**src/rtl/rca_chain_ctrl.sv**
```systemverilog
// Wide adder sequencer driving one external 8-bit ripple-carry adder, LSB slice first.
// Define RCA_CHAIN_SUB_EN to add the sub port for two's-complement subtraction.
module rca_chain_ctrl #(
    parameter int NBYTES = 4
) (
    input  logic                  clk,
    input  logic                  rst_n,
    input  logic                  start,
    input  logic [8*NBYTES-1:0]   op_a,
    input  logic [8*NBYTES-1:0]   op_b,
    input  logic                  cin,
`ifdef RCA_CHAIN_SUB_EN
    input  logic                  sub,
`endif
    output logic                  busy,
    output logic                  done,
    output logic [8*NBYTES-1:0]   result,
    output logic                  cout,
    output logic [7:0]            rca_a,
    output logic [7:0]            rca_b,
    output logic                  rca_cin,
    input  logic [7:0]            rca_sum,
    input  logic                  rca_cout
);

    localparam int W  = 8 * NBYTES;
    localparam int IW = (NBYTES > 1) ? $clog2(NBYTES) : 1;

    typedef enum logic [1:0] {
        IDLE = 2'd0,
        RUN  = 2'd1,
        DONE = 2'd2
    } state_t;

    state_t          state_q, state_d;
    logic [IW-1:0]   idx_q, idx_d;
    logic [W-1:0]    a_q, a_d;
    logic [W-1:0]    b_q, b_d;
    logic            carry_q, carry_d;
    logic [W-1:0]    result_q, result_d;
    logic            cout_q, cout_d;
    logic            sub_mode;
    logic [7:0]      a_sl;
    logic [7:0]      b_sl;

`ifdef RCA_CHAIN_SUB_EN
    logic            sub_q, sub_d;
    assign sub_mode = sub_q;
`else
    assign sub_mode = 1'b0;
`endif

    always_ff @(posedge clk) begin
        if (!rst_n) begin
            state_q  <= IDLE;
            idx_q    <= '0;
            a_q      <= '0;
            b_q      <= '0;
            carry_q  <= 1'b0;
            result_q <= '0;
            cout_q   <= 1'b0;
`ifdef RCA_CHAIN_SUB_EN
            sub_q    <= 1'b0;
`endif
        end else begin
            state_q  <= state_d;
            idx_q    <= idx_d;
            a_q      <= a_d;
            b_q      <= b_d;
            carry_q  <= carry_d;
            result_q <= result_d;
            cout_q   <= cout_d;
`ifdef RCA_CHAIN_SUB_EN
            sub_q    <= sub_d;
`endif
        end
    end

    // Slice mux is driven only from registers, so no loop exists through the adder.
    always_comb begin
        a_sl = 8'h00;
        b_sl = 8'h00;
        for (int i = 0; i < NBYTES; i++) begin
            if (idx_q == IW'(i)) begin
                a_sl = a_q[8*i +: 8];
                b_sl = b_q[8*i +: 8];
            end
        end
    end

    always_comb begin
        state_d  = state_q;
        idx_d    = idx_q;
        a_d      = a_q;
        b_d      = b_q;
        carry_d  = carry_q;
        result_d = result_q;
        cout_d   = cout_q;
`ifdef RCA_CHAIN_SUB_EN
        sub_d    = sub_q;
`endif
        rca_a    = 8'h00;
        rca_b    = 8'h00;
        rca_cin  = 1'b0;
        unique case (state_q)
            IDLE: begin
                if (start) begin
                    a_d     = op_a;
                    b_d     = op_b;
                    idx_d   = '0;
                    state_d = RUN;
`ifdef RCA_CHAIN_SUB_EN
                    sub_d   = sub;
                    carry_d = sub ? 1'b1 : cin;
`else
                    carry_d = cin;
`endif
                end
            end
            RUN: begin
                rca_a   = a_sl;
                rca_b   = b_sl ^ {8{sub_mode}};
                rca_cin = carry_q;
                for (int i = 0; i < NBYTES; i++) begin
                    if (idx_q == IW'(i)) begin
                        result_d[8*i +: 8] = rca_sum;
                    end
                end
                carry_d = rca_cout;
                if (idx_q == IW'(NBYTES - 1)) begin
                    cout_d  = rca_cout;
                    idx_d   = '0;
                    state_d = DONE;
                end else begin
                    idx_d = idx_q + IW'(1);
                end
            end
            DONE: begin
                state_d = IDLE;
            end
            default: begin
                state_d = IDLE;
            end
        endcase
    end

    assign busy   = (state_q == RUN);
    assign done   = (state_q == DONE);
    assign result = result_q;
    assign cout   = cout_q;

endmodule
```
**config.mk**
```make
export PLATFORM = sky130hd
export DESIGN_NAME = rca_chain_ctrl
export DESIGN_NICKNAME = d
export VERILOG_FILES = /design/src/rtl/rca_chain_ctrl.sv
export SDC_FILE = /design/constraint.sdc
export NUM_CORES = 1
export LEC_CHECK = 0
export CORE_MARGIN = 2
export CORE_UTILIZATION = 25
export CTS_CLUSTER_SIZE = 28
export DETAILED_ROUTE_END_ITERATION = 10
export RECOVER_POWER = 100
export SLEW_MARGIN = 20
export SYNTH_ARGS = -nofsm -noshare
export SYNTH_HDL_FRONTEND = slang
export SYNTH_SLANG_ARGS = --single-unit
```
**constraint.sdc**
```tcl
create_clock -name clk -period 2.4 [get_ports clk]
set_input_delay 0.72 -clock clk [delete_from_list [all_inputs] [get_ports clk]]
set_output_delay 0.72 -clock clk [all_outputs]
set_load 0.02 [all_outputs]
```
==> load_flow_metrics.sql, run 1 <==
INSERT INTO impl_metrics (metric_group, metric, value, unit) VALUES
('hold_path', 'hp-class', 'reg -> reg', ''),
('flow_run', 'drv_cap', '0', ''),
('placement', 'port-buffer-count', '128', ''),
('sta', 'finalWorstSetupSlack', '-0.244', 'ns'),
('layout', 'nNetsFinal', '749', ''),
('sta', 'grt_setup_unrepaired', 'yes', ''),
('setup_path', 'setup.worst_path.start_class', 'register', ''),
('global_routing', 'grt_overall_usage', '14.2', '%'),
('yosys', 'synth_cell_type_count', '32', ''),
('setup_path', 'required', '1.68', 'ns'),
('sta', 'tightest_slew', '0.575', 'ns'),
('layout', 'syn2layout_area_growth', '47.2', '%'),
('layout', 'seqCellArea', '2050', 'um2'),
('yosys', 'syn-cell-area', '4550', 'um2'),
('layout', 'most-common-layout-cells', '161 x sky130_fd_sc_hd__nand2_1, 107 x sky130_fd_sc_hd__clkdlybuf4s50_1, 100 x sky130_fd_sc_hd__dfxtp_1, 53 x sky130_fd_sc_hd__a21boi_0, 49 x sky130_fd_sc_hd__nand3_1', ''),
('setup_path', 'worstPathArrival', '1.92', 'ns'),
('yosys', 'yosys_warnings', '0', ''),
('global_routing', 'global_route_wire_length_before_repair', '21.6', 'mm'),
('setup_path', 'worst_path_dominant_cell_family', 'buffers and inverters', ''),
('layout', 'layoutNonFillerInstCount', '901', ''),
('clock_network', 'clock-sinks', '102', ''),
('status', 'failed_checks', 'setup timing', ''),
('setup_path', 'timing.critical_path.slowest_stage_cell', 'sky130_fd_sc_hd__dfxtp_4', ''),
('setup_path', 'critical_path_origin', 'idx_q[0]', ''),
('sta', 'maxSlewHeadroom', '61.7', '%'),
('setup_path', 'critical_path.max_fanout', '7', ''),
('floorplanning', 'die_h', '139', 'um'),
('layout', 'multi_input_area', '2380', 'um2'),
('placement', 'placed_cell_area', '6290', 'um2'),
('clock_network', 'cts-root-buf', 'sky130_fd_sc_hd__clkbuf_16', ''),
('global_routing', 'initial_antenna_violation_count', '0', ''),
('setup_path', 'critical_path_buf_inv_count', '4', ''),
('clock_network', 'clk_latency', '0.36', 'ns'),
('layout', 'fin_area', '6690', 'um2'),
('placement', 'place_hpwl', '9.84', 'mm'),
('sta', 'finalHoldViolCount', '0', ''),
('setup_path', 'r2r_setup_slack', '0.06', 'ns'),
('sta', 'count_of_endpoints_failing_setup_in_the_final_report', '16', ''),
('clock_network', 'cts_inserted_buffers', '9', ''),
('sta', 'post-route-period-util', '110', '%'),
('yosys', 'postSynthCellCount', '537', ''),
('layout', 'layout.cells.most_common', 'sky130_fd_sc_hd__nand2_1', ''),
('placement', 'placedCellCount', '880', ''),
('routing', 'detail_route.drc_violations', '0', ''),
('routing', 'drt-pass1-iter-count', '4', ''),
('power_and_ir_drop', 'report.power.total', '0.00390', 'W'),
('yosys', 'synth_seq_cells', '102', ''),
('layout', 'layout-drive-gt1-share', '15.3', '%'),
('clock_network', 'ctsLongestPathBuffers', '2', ''),
('routing', 'drt-wirelength-per-cell', '15.1', 'um'),
('sta', 'timing.final.max_slew_violations', '0', ''),
('power_and_ir_drop', 'p_per_area', '582', 'nW/um2'),
('clock_network', 'htree_levels', '3', ''),
('clock_network', 'cts.clk_slew.worst_paths', '0.07', 'ns'),
('placement', 'placement_setup_slack', '-0.414', 'ns'),
('global_routing', 'number_of_global_route_vias_before_repair', '4010', ''),
('sta', 'min_period', '2.64', 'ns'),
('clock_network', 'cts_tree', 'built', ''),
('setup_path', 'timing.critical_path.to_type', 'output pin', ''),
('status', 'run_status', 'finished with violations', ''),
('hold_path', 'min-delay-start', 'b_q[20]', ''),
('setup_path', 'worstReg2RegStart', 'idx_q[0]', ''),
('layout', 'number_of_diodes', '0', ''),
('routing', 'drtAntennaViolNets', '0', ''),
('floorplanning', 'ios', '129', ''),
('yosys', 'synthesis.nets', '618', ''),
('setup_path', 'critical_path.max_stage_delay', '0.37', 'ns'),
('power_and_ir_drop', 'ir_worst_vdd', '0.349', 'mV'),
('floorplanning', 'floorplan.die.width', '139', 'um'),
('setup_path', 'path_common_cell', 'sky130_fd_sc_hd__buf_6', ''),
('sta', 'max_freq', '378', 'MHz');
metrics by stage:
stage               util [%]  TNS (ns)  hold slack, ns
finish                  37.4     -3.21           0.455
global route            37.4     -5.27           0.472
CTS                     37.0     -3.57           0.457
detailed placement      35.1     -5.73           0.447
global placement        35.1     -5.54           0.442
floorplan                  -    -0.369           0.435
what timing repair did:
action	4_1_cts	5_1_grt
buffers inserted	3	3
setup endpoints to repair	18	19
gates resized for setup	110	18
pin swaps	12	2
per-layer routing:
layer | global-route usage (%) | share of wire, % | vias to the layer above | routed length (um)
met1 | 19.1 | 49 | 1921 | 6670
met3 | 4.07 | 5.1 | 11 | 697
li1 | - | - | 2097 | -
met2 | 21.8 | 44 | 93 | 6050
met5 | 0 | 0 | - | 0
met4 | 4.57 | 1.6 | 0 | 212
worst min-delay path: stages (launching register included):
cell and delay (ns):
sky130_fd_sc_hd__dfxtp_1 0.31, sky130_fd_sc_hd__nand2_1 0.05, sky130_fd_sc_hd__a21boi_1 0.05
power breakdown:
part / internal (W) / switching (W)
Combinational: 0.000347 / 0.000327
Clock: 0.000753 / 0.000642
Sequential: 0.00178 / 0.0000532
Total: 0.00288 / 0.00102
final cells by class:
type | instances | area share, %
clock buffer | 12 | 3.83
timing repair buffer | 169 | 25.1
clock inverter | 3 | 0.299
multi-input combinational | 382 | 35.6
inverter | 4 | 0.299
sequential | 102 | 30.6
tap | 229 | 4.28
state kept, by name, summed over array words and instances, names as in the netlist:
signal,flops
b_q,32
cout,1
idx_q,2
carry_q,1
a_q,32
result,32
state_q,2
synthesized netlist by cell type (all sizes together):
cell	n	share of area, %
nand2b	2	0.28
nor2	1	0.082
mux2i	1	0.22
buf	33	5.0
and2	2	0.28
inv	4	0.33
o41ai	16	3.6
o211a	1	0.22
nand2	161	13
nor2b	20	2.9
nand3b	4	0.66
dfxtp	102	45
ha	4	1.1
nor3b	2	0.33
and3	1	0.14
o21bai	1	0.17
or3b	1	0.25
nand3	49	5.4
a21boi	97	16
a22oi	1	0.17
a21oi	1	0.11
o21ai	1	0.11
clkbuf	16	1.3
a221oi	16	3.1
cell families after synthesis:
kind of cell | Yosys count | share of synthesized area, %
flops | 102 | 44.9
simple gates | 243 | 23.6
mux | 1 | 0.220
compound gates | 134 | 23.4
fa+ha+maj | 4 | 1.10
buf+inv | 53 | 6.71
how the worst min path moves through the flow:
stage	end	slack [ns]	depth (start not counted)
CTS	b_q[20]	0.46	2
global route	b_q[20]	0.47	2
floorplan	b_q[0]	0.43	2
global placement	a_q[20]	0.44	2
finish	b_q[20]	0.46	2
detailed placement	b_q[20]	0.45	2
No activity file was read; power rests on OpenSTA's default activity.
==> inputs of run 2 (changes only) <==
--- a/config.mk
+++ b/config.mk
@@ -9,6 +9,7 @@
 export CORE_UTILIZATION = 25
 export CTS_CLUSTER_SIZE = 28
 export DETAILED_ROUTE_END_ITERATION = 10
+export GPL_TIMING_DRIVEN = 0
 export RECOVER_POWER = 100
 export SLEW_MARGIN = 20
 export SYNTH_ARGS = -nofsm -noshare
==> run 2 against run 1 <==
  * The flow still finishes with violations (setup timing)
  * Worst hold slack improved by 0.0014 ns
  * Sequential power about the same
  * Utilization increased by 1.3 points
  * Via count increased by 2.4%
  * Highest routed layer unchanged
==> load_flow_metrics.sql, run 2 (synthesis results as in run 1) <==
INSERT INTO impl_metrics (metric_group, metric, value, unit) VALUES
('clock_network', 'cts_inserted_buffers', '9', ''),
('routing', 'detailedRoute.firstIterationViolations', '264', ''),
('power_and_ir_drop', 'static-leakage-power', '2.57', 'nW'),
('flow_run', 'drv_cap', '0', ''),
('sta', 'min_period', '2.75', 'ns'),
('routing', 'finalWirelength', '14.7', 'mm'),
('clock_network', 'cts_tree', 'built', ''),
('sta', 'clock-skew-final', '0.00468', 'ns'),
('routing', 'detail_route.drc_violations', '0', ''),
('global_routing', 'grt_start_max_net_pins', '17', ''),
('setup_path', 'path_depth', '7', ''),
('layout', 'layout-drive-gt1-share', '17.1', '%'),
('sta', 'timing.final.max_slew_violations', '0', ''),
('routing', 'highest_layer', 'met4', ''),
('clock_network', 'cts.clk_slew.worst_paths', '0.07', 'ns'),
('power_and_ir_drop', 'p_per_area', '585', 'nW/um2'),
('floorplanning', 'floorplan.core_area', '17900', 'um2'),
('global_routing', 'initial_antenna_violation_count', '0', ''),
('global_routing', 'grt_overall_usage', '15.2', '%'),
('hold_path', 'hp-class', 'reg -> reg', ''),
('routing', 'vias_per_cell', '4.63', ''),
('routing', 'total_routed_wire_length_on_the_met1_layer', '6.88', 'mm'),
('sta', 'tightest_slew', '0.638', 'ns'),
('setup_path', 'required', '1.68', 'ns'),
('setup_path', 'critical_path.max_stage_delay', '0.38', 'ns'),
('floorplanning', 'floorplan.die.width', '139', 'um'),
('floorplanning', 'initial_utilization', '25.4', '%'),
('clock_network', 'htree_levels', '3', ''),
('routing', 'wl_met3', '715', 'um'),
('sta', 'grt_setup_unrepaired', 'yes', ''),
('setup_path', 'setup.worst_path.class', 'reg -> out', ''),
('routing', 'drt-pass1-iter-count', '4', ''),
('setup_path', 'setup.worst_path.start_class', 'register', ''),
('global_routing', 'number_of_global_route_vias_before_repair', '4105', ''),
('floorplanning', 'ios', '129', ''),
('sta', 'maxSlewHeadroom', '57.5', '%'),
('sta', 'post-route-period-util', '114', '%'),
('setup_path', 'worstPathArrival', '2.03', 'ns'),
('layout', 'fillerInstances', '1831', ''),
('routing', 'dr_total_vias', '4220', ''),
('layout', 'seqCellArea', '2050', 'um2'),
('sta', 'finalHoldViolCount', '0', ''),
('sta', 'tns', '-4.47', 'ns'),
('layout', 'syn2layout_area_growth', '52.4', '%'),
('hold_path', 'worstHoldPathCells', '2', ''),
('layout', 'multi_input_area', '2620', 'um2'),
('clock_network', 'cts-root-buf', 'sky130_fd_sc_hd__clkbuf_16', ''),
('global_routing', 'global_route_wire_length_before_repair', '23.0', 'mm'),
('setup_path', 'timing.critical_path.to_type', 'output pin', ''),
('placement', 'routabilityCongestion', '0.771', ''),
('layout', 'most-common-layout-cells', '161 x sky130_fd_sc_hd__nand2_1, 107 x sky130_fd_sc_hd__clkdlybuf4s50_1, 99 x sky130_fd_sc_hd__dfxtp_1, 56 x sky130_fd_sc_hd__a21boi_0, 49 x sky130_fd_sc_hd__nand3_1', ''),
('setup_path', 'critical_path_buf_inv_count', '3', ''),
('setup_path', 'cp_cell_sequence', 'inv_4 > ha_4 > nor2b_4 > buf_8 > a221oi_4 > o41ai_2 > buf_2', ''),
('global_routing', 'gr-total-overflow', '0', ''),
('placement', 'port-buffer-count', '127', ''),
('setup_path', 'worst_path_dominant_cell_family', 'buffers and inverters', ''),
('routing', 'drt-wirelength-per-cell', '16.2', 'um'),
('floorplanning', 'dieArea', '19300', 'um2'),
('setup_path', 'timing.critical_path.slowest_stage_cell', 'sky130_fd_sc_hd__dfxtp_4', ''),
('setup_path', 'critical_path.max_fanout', '7', ''),
('sta', 'finalWorstSetupSlack', '-0.346', 'ns'),
('layout', 'layout.cells.most_common', 'sky130_fd_sc_hd__nand2_1', ''),
('status', 'run_status', 'finished with violations', ''),
('routing', 'drtAntennaViolNets', '0', ''),
('clock_network', 'clock-sinks', '102', ''),
('placement', 'placement_setup_slack', '-0.729', 'ns'),
('placement', 'place_hpwl', '10.8', 'mm'),
('setup_path', 'worstRegToRegCells', '6', ''),
('layout', 'number_of_diodes', '0', ''),
('floorplanning', 'floorplan.rows', '49', ''),
('clock_network', 'ctsLongestPathBuffers', '2', ''),
('routing', 'met2RoutedLength', '6.89', 'mm'),
('sta', 'max_freq', '364', 'MHz'),
('layout', 'nNetsFinal', '760', ''),
('clock_network', 'clk_latency', '0.36', 'ns'),
('floorplanning', 'die_h', '139', 'um'),
('status', 'failed_checks', 'setup timing', ''),
('power_and_ir_drop', 'ir_worst_vdd', '0.347', 'mV'),
('sta', 'count_of_endpoints_failing_setup_in_the_final_report', '16', '');
[run 2: layer usage]
| layer | GRT usage, % | vias up |
|---|---|---|
| li1 | - | 2130 |
| met1 | 19.8 | 1970 |
| met2 | 25.0 | 103 |
| met3 | 3.63 | 17 |
| met4 | 5.00 | 0 |
| met5 | 0 | - |
[run 2: worst register-to-register path, cell delays in order, from the launching register on]
cell	delay, ns
sky130_fd_sc_hd__dfxtp_4	0.37
sky130_fd_sc_hd__inv_4	0.08
sky130_fd_sc_hd__ha_4	0.19
sky130_fd_sc_hd__buf_4	0.24
sky130_fd_sc_hd__nand3b_1	0.36
sky130_fd_sc_hd__nand2_1	0.18
sky130_fd_sc_hd__a21boi_0	0.10
[run 2: final cells by class]
class | count | share of cell area (%)
flip-flops and latches | 102 | 29.6
multi-input cells | 382 | 37.8
well taps | 229 | 4.14
repair buffers | 137 | 19.2
plain buffers | 43 | 4.71
inverters | 4 | 0.325
clock inverters | 6 | 0.903
clock buffers | 9 | 3.25
[run 2: final timing paths]
path | startpoint | end | slack (ns)
max | idx_q[1] | rca_a[6] | -0.35
max reg2reg | idx_q[1] | result[13] | 0.76
min reg2reg | b_q[23] | b_q[23] | 0.46
min | b_q[23] | b_q[23] | 0.46
[run 2: metrics by stage]
| stage | instance area, um2 | hold slack (ns) | power [W] | util [%] | std cells |
|---|---|---|---|---|---|
| after floorplan | 4620 | 0.435 | 0.00220 | - | 537 |
| after global placement | 6180 | 0.441 | 0.00250 | 34.5 | 893 |
| after detailed placement | 6180 | 0.449 | 0.00250 | 34.5 | 893 |
| after CTS | 6890 | 0.460 | 0.00409 | 38.5 | 910 |
| after global routing | 6930 | 0.470 | 0.00421 | 38.7 | 912 |
| final | 6930 | 0.457 | 0.00405 | 38.7 | 912 |
[run 2: repair_timing]
item                                   CTS  global route
resized for setup                      169            16
hold buffers                             0             0
endpoints found under the hold margin    0             0
gates cloned                             1             0
pin swaps                               17             3
setup endpoints to repair               18            19
buffers inserted                         5             4
[run 2: power breakdown]
part	internal (W)	switching [W]
Clock	0.000803	0.000656
Sequential	0.00177	0.0000600
Combinational	0.000375	0.000383
==> inputs of run 3 (changes only) <==
--- a/config.mk
+++ b/config.mk
@@ -9,6 +9,7 @@
 export CORE_UTILIZATION = 25
 export CTS_CLUSTER_SIZE = 28
 export DETAILED_ROUTE_END_ITERATION = 10
+export GPL_ROUTABILITY_DRIVEN = 0
 export GPL_TIMING_DRIVEN = 0
 export RECOVER_POWER = 100
 export SLEW_MARGIN = 20
==> results of run 3 <==
Same layout as run 2: the final DEF is identical, and so are final timing and power.
